`src/rtl/dma_arb_pkg.sv`:
```
// Shared types and helpers for the DMA channel priority arbiter.
package dma_arb_pkg;

   localparam int DEF_NUM_CH = 4;
   localparam int MAX_CH     = 16;

   typedef enum logic [1:0] {
      IDLE,
      REQ,
      GRANT,
      RELEASE
   } arb_state_e;

   function automatic logic [MAX_CH-1:0] onehot(input logic [3:0] idx);
      logic [MAX_CH-1:0] vec;
      vec      = '0;
      vec[idx] = 1'b1;
      return vec;
   endfunction

endpackage

```
`src/rtl/dma_rotate_encoder.sv`:
```
// Combinational winner search: rotate requests so the start pointer sits at bit 0,
// take the first set bit, then map the offset back to a channel index.
module dma_rotate_encoder
   import dma_arb_pkg::*;
#(
   parameter int NUM_CH = DEF_NUM_CH,
   parameter int CH_W   = $clog2(NUM_CH)
)
(
   input  logic [NUM_CH-1:0] req,
   input  logic [CH_W-1:0]   start,
   input  logic              rotate,
   output logic [CH_W-1:0]   winner,
   output logic              found
);

   logic [2*NUM_CH-1:0] req_dbl;
   logic [NUM_CH-1:0]   req_rot;
   logic [CH_W-1:0]     base;
   logic [CH_W-1:0]     offset;
   logic [CH_W:0]       sum;

   // Fixed mode is simply a search that always starts at channel 0.
   assign base    = rotate ? start : '0;
   assign req_dbl = {req, req} >> base;
   assign req_rot = req_dbl[NUM_CH-1:0];

   always_comb begin
      offset = '0;
      found  = 1'b0;
      for (int i = NUM_CH - 1; i >= 0; i--) begin
         if (req_rot[i]) begin
            offset = CH_W'(i);
            found  = 1'b1;
         end
      end
   end

   assign sum    = {1'b0, base} + {1'b0, offset};
   assign winner = (sum >= (CH_W+1)'(NUM_CH)) ? CH_W'(sum - (CH_W+1)'(NUM_CH))
                                              : sum[CH_W-1:0];

endmodule

```
`src/rtl/dma_priority_arbiter.sv`:
```
// DMA channel arbiter: HRQ/HLDA handshake, fixed or rotating priority, one-hot DACK.
// Optional software request inputs are enabled by defining DMA_ARB_SW_REQ_EN.
module dma_priority_arbiter
   import dma_arb_pkg::*;
#(
   parameter int NUM_CH = DEF_NUM_CH,
   parameter int CH_W   = $clog2(NUM_CH)
)
(
   input  logic              CLK,
   input  logic              RESET_N,
   input  logic [NUM_CH-1:0] DREQ,
   input  logic [NUM_CH-1:0] chMask,
`ifdef DMA_ARB_SW_REQ_EN
   input  logic [NUM_CH-1:0] swReq,
`endif
   input  logic              priorityType,
   input  logic              assertDACK,
   input  logic              transferDone,
   input  logic              HLDA,
   output logic              HRQ,
   output logic [NUM_CH-1:0] DACK,
   output logic [CH_W-1:0]   activeCh,
   output logic              grantValid
);

   arb_state_e        state_q;
   arb_state_e        state_d;
   logic [CH_W-1:0]   active_q;
   logic [CH_W-1:0]   ptr_q;
   logic [CH_W-1:0]   next_ptr;
   logic [CH_W-1:0]   winner;
   logic              found;
   logic              latch_grant;
   logic              any_req;
   logic [NUM_CH-1:0] eff_req;
   logic [NUM_CH-1:0] hold_req;

   // hold_req lists the lines that keep an existing grant alive; masking is not applied.
`ifdef DMA_ARB_SW_REQ_EN
   assign eff_req  = (DREQ | swReq) & ~chMask;
   assign hold_req = DREQ | swReq;
`else
   assign eff_req  = DREQ & ~chMask;
   assign hold_req = DREQ;
`endif

   assign any_req  = |eff_req;
   assign next_ptr = (active_q == CH_W'(NUM_CH - 1)) ? '0 : active_q + CH_W'(1);

   dma_rotate_encoder #(
      .NUM_CH (NUM_CH),
      .CH_W   (CH_W)
   ) u_encoder (
      .req    (eff_req),
      .start  (ptr_q),
      .rotate (priorityType),
      .winner (winner),
      .found  (found)
   );

   always_comb begin
      state_d     = state_q;
      latch_grant = 1'b0;
      case (state_q)
         IDLE: begin
            if (any_req) state_d = REQ;
         end
         REQ: begin
            if (!any_req) begin
               state_d = IDLE;
            end else if (HLDA && found) begin
               state_d     = GRANT;
               latch_grant = 1'b1;
            end
         end
         GRANT: begin
            if (transferDone || !hold_req[active_q] || !HLDA) state_d = RELEASE;
         end
         RELEASE: begin
            state_d = any_req ? REQ : IDLE;
         end
         default: state_d = IDLE;
      endcase
   end

   // The served channel drops to lowest priority as soon as its grant ends.
   always_ff @(posedge CLK or negedge RESET_N) begin
      if (!RESET_N) begin
         state_q  <= IDLE;
         active_q <= '0;
         ptr_q    <= '0;
      end else begin
         state_q <= state_d;
         if (latch_grant) active_q <= winner;
         if (state_q == GRANT && state_d == RELEASE) ptr_q <= next_ptr;
      end
   end

   assign HRQ        = (state_q == REQ) || (state_q == GRANT) || (state_q == RELEASE && any_req);
   assign grantValid = (state_q == GRANT);
   assign activeCh   = active_q;
   assign DACK       = (grantValid && assertDACK) ? NUM_CH'(onehot(4'(active_q))) : '0;

endmodule
```
`config.mk`:
```
export PLATFORM = sky130hd
export DESIGN_NAME = dma_priority_arbiter
export DESIGN_NICKNAME = d
export VERILOG_FILES = /design/src/rtl/dma_arb_pkg.sv /design/src/rtl/dma_rotate_encoder.sv /design/src/rtl/dma_priority_arbiter.sv
export SDC_FILE = /design/constraint.sdc
export NUM_CORES = 1
export LEC_CHECK = 0
export CAP_MARGIN = 10
export CORE_MARGIN = 5
export CORE_UTILIZATION = 25
export DETAILED_ROUTE_END_ITERATION = 16
export REMOVE_ABC_BUFFERS = 1
export SYNTH_ARGS = -nofsm -noshare
export SYNTH_HDL_FRONTEND = slang
export SYNTH_SLANG_ARGS = --single-unit
```
`constraint.sdc`:
```
create_clock -name CLK -period 2.35 [get_ports CLK]
set_input_delay 0.705 -clock CLK [delete_from_list [all_inputs] [get_ports CLK]]
set_output_delay 0.705 -clock CLK [all_outputs]
set_load 0.05 [all_outputs]
```
# ---- Yosys cells after proc, flatten, opt, wreduce, memory -nomap -nowiden
# Cells that the tools add are included.
# W data, S select, Z words.
dict set report totals {
  inputBits 14
  output_inout_bits 8
  word_cells 56
  ff_bits 6
}
dict set report op_classes {
  n_bitwise 2
  shift 1
  order_cmp 4
  add_sub_neg 3
  mux 25
  n_reduce_logical 13
  n_eq_ne 5
}
# cell n
set ops {}
lappend ops {{$mux W2} 11}
lappend ops {{$mux W1} 10}
lappend ops {{$eq A2 B2 Y1 const B} 4}
lappend ops {{$pmux W2 S4} 1}
lappend ops {{$shr A8 B2 Y4} 1}
lappend ops {{$logic_and A1 B1 Y1} 5}
lappend ops {{$lt A2 B5 Y1 const B} 1}
lappend ops {{$and A4 B4 Y4} 1}
lappend ops {{$logic_or A1 B1 Y1} 4}
lappend ops {{$mux W4} 1}
lappend ops {{$not A4 Y4} 1}
lappend ops {{$reduce_or A4 Y1} 1}
lappend ops {{$add A2 B2 Y3} 1}
lappend ops {{$ge A3 B3 Y1 const B} 1}
lappend ops {{$lt A2 B3 Y1 const B} 1}
lappend ops {{$add A2 B1 Y2 const B} 1}
lappend ops {{$bmux W1 S2} 1}
lappend ops {{$demux W1 S2} 1}
lappend ops {{$eq A2 B1 Y1 const B} 1}
lappend ops {{$ge A2 B1 Y1 const B} 1}
lappend ops {{$logic_not A1 Y1} 2}
lappend ops {{$logic_not A2 Y1} 1}
lappend ops {{$sub A2 B1 Y2 const B} 1}

# ---- Logic depth before layout (Yosys ltp)
# Gate-level depths: netlist of run 1.
dict set report logic_depth {
  word_depth 13
  mapped_depth 6
  ltp_nobuf 6
}

# ---- Hierarchy
# Synthesis of run 1 repeated with hierarchy kept, for this count alone.
dict set report unflattened {
  cells_unflattened 67
  hier_area_um2 639.4
}
# module seq_area_each_um2 cells_per_inst n_inst area_each_um2
set by_module_without_submodules {}
lappend by_module_without_submodules {dma_priority_arbiter 150.1 51 1 539.3}
lappend by_module_without_submodules {dma_rotate_encoder 0.0 16 1 100.1}

# ---- Worst setup path after synthesis of run 1
# Ideal clock, no wire load.
dict set report synth_path {
  kind {register to output}
  start {register state_q[0]}
  end {output DACK[0]}
  n_path_buf 0
  path_slack_ns 0.045
  arrival_ns 1.600
  required_time_ns 1.645
  path_stages_with_launch 4
  path_cell_list {dfrtp_1 > inv_2 > ha_1 > and3_1}
}
dict set report synth_between {
  elab_chain_len 3
}
# item line_no
set synth_lines {}
lappend synth_lines {{start: declaration} dma_priority_arbiter.sv:27} ;# arb_state_e state_q;
lappend synth_lines {{start signal: assignment} dma_priority_arbiter.sv:94} ;# state_q <= state_d;
lappend synth_lines {{$eq A2 B2 Y1} dma_priority_arbiter.sv:101} ;# assign grantValid = (state_q == GRANT);
lappend synth_lines {{net grantValid} dma_priority_arbiter.sv:24} ;# output logic grantValid
lappend synth_lines {{$logic_and A1 B1 Y1} dma_priority_arbiter.sv:103} ;# assign DACK = (grantValid && assertDACK) ? NUM_CH'(onehot(4'(active_q))) : '0;
lappend synth_lines {{$mux W4} dma_priority_arbiter.sv:103}
lappend synth_lines {{end: declaration} dma_priority_arbiter.sv:22} ;# output logic [NUM_CH-1:0] DACK,
# The timed path passes the listed nets, and every way through them passes these cells.

# ---- Final worst setup path of run 1
dict set report layout_path {
  start {input assertDACK}
  end {output DACK[2]}
}
dict set report layout_between {
  elab_chain_len 2
}
# item line_no
set layout_lines {}
lappend layout_lines {{start: declaration} dma_priority_arbiter.sv:18} ;# input logic assertDACK,
lappend layout_lines {{$logic_and A1 B1 Y1} dma_priority_arbiter.sv:103}
lappend layout_lines {{$mux W4} dma_priority_arbiter.sv:103}
# Every way passes these cells.

==> results.md, run 1 <==
* Area Growth Syn to Fin at 69.8%
* Warnings from Yosys at 0
* DP Worst Slack at -0.160 ns
* H-Tree Depth at 1
* Worst slew pin tran at between 0.4 and 0.5 ns
* Fmax at between 400 and 500 MHz
* Layout cells sized above 1 at a little under a third
* First-pass DRT Iterations at 4
* Netlist cell types at 28
* Synth Flop Type: dfrtp_1
* Syn Area/Cell at 9.20 um2
* Total wire length at approximately 1.5 mm
* # DRC at 0
* Critical Path End Type: primary output
* Slowest CP cell: clkdlybuf4s50_1
* Rows at 17
* Setup-failing EPs final at 0
* Hold depth at 1
* Minimum clock period at around 2.3 ns
* XOR/XNOR share of the synthesized area at 0%
* Global-route wire length before repair at ~2.6 mm
* WL met3 at 59 um
* Synthesized flop and latch total at 6
* Slew margin rel. at 67.1%
* FF-to-FF Start: state_q[1]
* Asr flop ratio synth at 100%
* Top Ports at 22
* Simple-gate share of the synthesized area at between 20% and 30%
* WP data arrival at around 1.6 ns
* Pwr/cell area at just under 900 mW/mm2
* Vias at between 500 and 600
* Final TNS setup at 0 ns
* Hold path startpoint: ptr_q[0]
* Largest area contributor in the netlist: dfrtp_1
* Highest metal used: met3
* Initial antenna violation count at 0
* Die area at 0.00338 mm2
* Fin nets at 120
* Final core occ at 44.5%
* Slowest cell delay on critical path at 0.50 ns
* Worst r2r path cells at 6
* Starting Density at about a quarter
* Initial DRC Count at 11
* Final Cycle Share at between 90% and 100%
* Hold Violations, Final at 0
* Mapped Cells at 63
* Max-cap violations at 0
* Finished Layout Cells at 124
* Mux contribution to synthesized area at between 10% and 20%
* Post-synth EDFFs at 0
* Hold Crit Class: reg2reg
* Most common cell in the netlist: ha_1
* Die height at ~58 um
* Worst-path clk slew at ~0.040 ns
* Startpoint types: primary input
* Setup WS post-layout at roughly 0.072 ns
* M1 WL at approximately 580 um
* Port-buffer cells at 21
* Core footprint at 0.00221 mm2
* Routed Antenna Nets at 0
* Setup Skew at between 0.0006 and 0.0007 ns
* Largest family of logic cells by synthesized area: simple AND/OR/NAND/NOR gates
* Hold_ws at ~0.59 ns
* Root Buffer: clkbuf_4
* Setup CP Type: in2out
* Antenna cell count at 0
* Dpl hpwl at around 1.3 mm
* Post-Syn Area at just under 600 um2
* Compound-Gate Fraction of Synth Area at roughly 20%
* Worst skew pair latency at 0.24 ns
* # clock sinks at 6
* Synth Area in Adders at 17.3%
* Pin count of the biggest net entering global routing at 9
* R2R Setup Slk at approximately 0.50 ns
* Leak at between 0.4 and 0.5 nW
* RePlAce Congestion at around 0.73
* Placed cell count at 118
* Hold Crit Endpoint: ptr_q[0]
* Total GRT Usage at under 10%
* Cts bufs inserted at 3
* Largest fanout on the critical path at 4
* Crit-path cells: clkdlybuf4s50_1 -> and3_1 -> buf_12
* Sequential element share of the synthesized area at between 20% and 30%
* DR vias/cell at 4.80
* Grt total ovfl at 0
* Slew Limit Fails at 0
* Vias in the first global route at 619
* Peak VDD IR at between 0.6 and 0.7 mV
* Critical Path RT at ~1.6 ns
* RSZ-0062 raised after global routing: no
* Die W at approximately 58 um
* WL met2 at between 800 and 900 um
* Most common library cells after synthesis: 8 x ha_1, 6 x dfrtp_1, 6 x inv_1
* Critical R2R Capture: ptr_q[1]
* Cells taking the most area after synthesis: dfrtp_1 26%, ha_1 17%, mux2_4 5.2%, and3_1 4.3%, nand2b_1 4.3%
* CTS tree: built
* Top cell type's share of synthesized area at around a quarter
* Routed WL per cell at 11.8 um
* Outcome: complete, no violations
* Max Buffers Root-to-Sink at 2
## power breakdown
group / internal, W / switching (W) / leakage (nW) / total (W)
sequential: 0.000151 / 0.0000661 / 0.0739 / 0.000217
clock: 0.0000577 / 0.0000360 / 0.0138 / 0.0000937
combinational: 0.000250 / 0.000301 / 0.394 / 0.000551
total: 0.000459 / 0.000403 / 0.482 / 0.000862
## through the flow
step / power [W] / area [um2]
6_report: 0.000862 / 983
5_1_grt: 0.000939 / 983
4_1_cts: 0.000875 / 983
3_5_place_dp: 0.000759 / 915
3_3_place_gp: 0.000752 / 915
2_1_floorplan: 0.000579 / 579
## cell usage in the layout, fill, tap and decap left out, types with 2 or more instances in the layout
cell / instances
buf_12: 5
nand2_1: 3
and3_1: 4
nor2_1: 3
o21ai_0: 3
nand2b_4: 4
nand3_1: 3
mux2_4: 2
clkdlybuf4s50_1: 6
nand4_1: 3
buf_4: 10
ha_1: 8
inv_1: 6
clkbuf_4: 3
a31oi_1: 2
dfrtp_1: 6
dlygate4sd2_1: 8
## worst max-delay path by stage
stage	to	slack (ns)	startpoint	depth (start not counted)
after floorplan	DACK[0]	0.04	state_q[0]	3
after global placement	HRQ	-0.11	chMask[0]	5
after detailed placement	HRQ	-0.16	chMask[3]	5
after CTS	DACK[2]	0.07	assertDACK	3
after global routing	DACK[0]	0.01	state_q[0]	4
final	DACK[2]	0.07	assertDACK	3
## state kept, by name, indices dropped and copies added (netlist names)
register and cells:
ptr_q 2, activeCh 2, state_q 2
## cell families (layout without fill, tap and decap cells)
kind of cell / after synthesis / in the layout
compound gates: 16 / 16
fa+ha+maj: 8 / 8
buf+inv: 7 / 40
flops: 6 / 6
mux: 4 / 4
simple gates: 22 / 22
## worst max-delay path: cells and delay by family
family / cells / cell delay, ns
buf+inv: 2 / 0.65
simple gates: 1 / 0.22
## layer usage
metal	vias up	GRT usage [%]
met5	-	0
met4	0	1.99
met3	0	3.56
met2	11	17.9
met1	279	10.8
li1	305	-
## area by class of cell
| type | count | area, um2 |
|---|---|---|
| fill | 224 | 1230 |
| multi-input combinational | 50 | 433 |
| timing repair buffer | 30 | 317 |
| sequential | 6 | 150 |
| tap | 28 | 35.0 |
| inverter | 7 | 26.3 |
| clock buffer | 3 | 22.5 |
## timing repair
item | CTS | global route
setup endpoints to repair | 1 | 0
buffers inserted | 3 | 0
resized for setup | 13 | 0
hold buffers | 0 | 0
(Power assumes the default switching activity.)
==> inputs of run 2 (changes only) <==
--- a/config.mk
+++ b/config.mk
@@ -8,6 +8,7 @@
 export CAP_MARGIN = 10
 export CORE_MARGIN = 5
 export CORE_UTILIZATION = 25
+export CTS_CLUSTER_SIZE = 20
 export DETAILED_ROUTE_END_ITERATION = 16
 export REMOVE_ABC_BUFFERS = 1
 export SYNTH_ARGS = -nofsm -noshare
==> results of run 2 <==
Final layout, timing and power as in run 1 (identical DEF).
==> inputs of run 3 (changes only) <==
--- a/config.mk
+++ b/config.mk
@@ -10,7 +10,6 @@
 export CORE_UTILIZATION = 25
 export CTS_CLUSTER_SIZE = 20
 export DETAILED_ROUTE_END_ITERATION = 16
-export REMOVE_ABC_BUFFERS = 1
 export SYNTH_ARGS = -nofsm -noshare
 export SYNTH_HDL_FRONTEND = slang
 export SYNTH_SLANG_ARGS = --single-unit
==> results of run 3 <==
Final layout, timing and power as in run 1 (identical DEF).
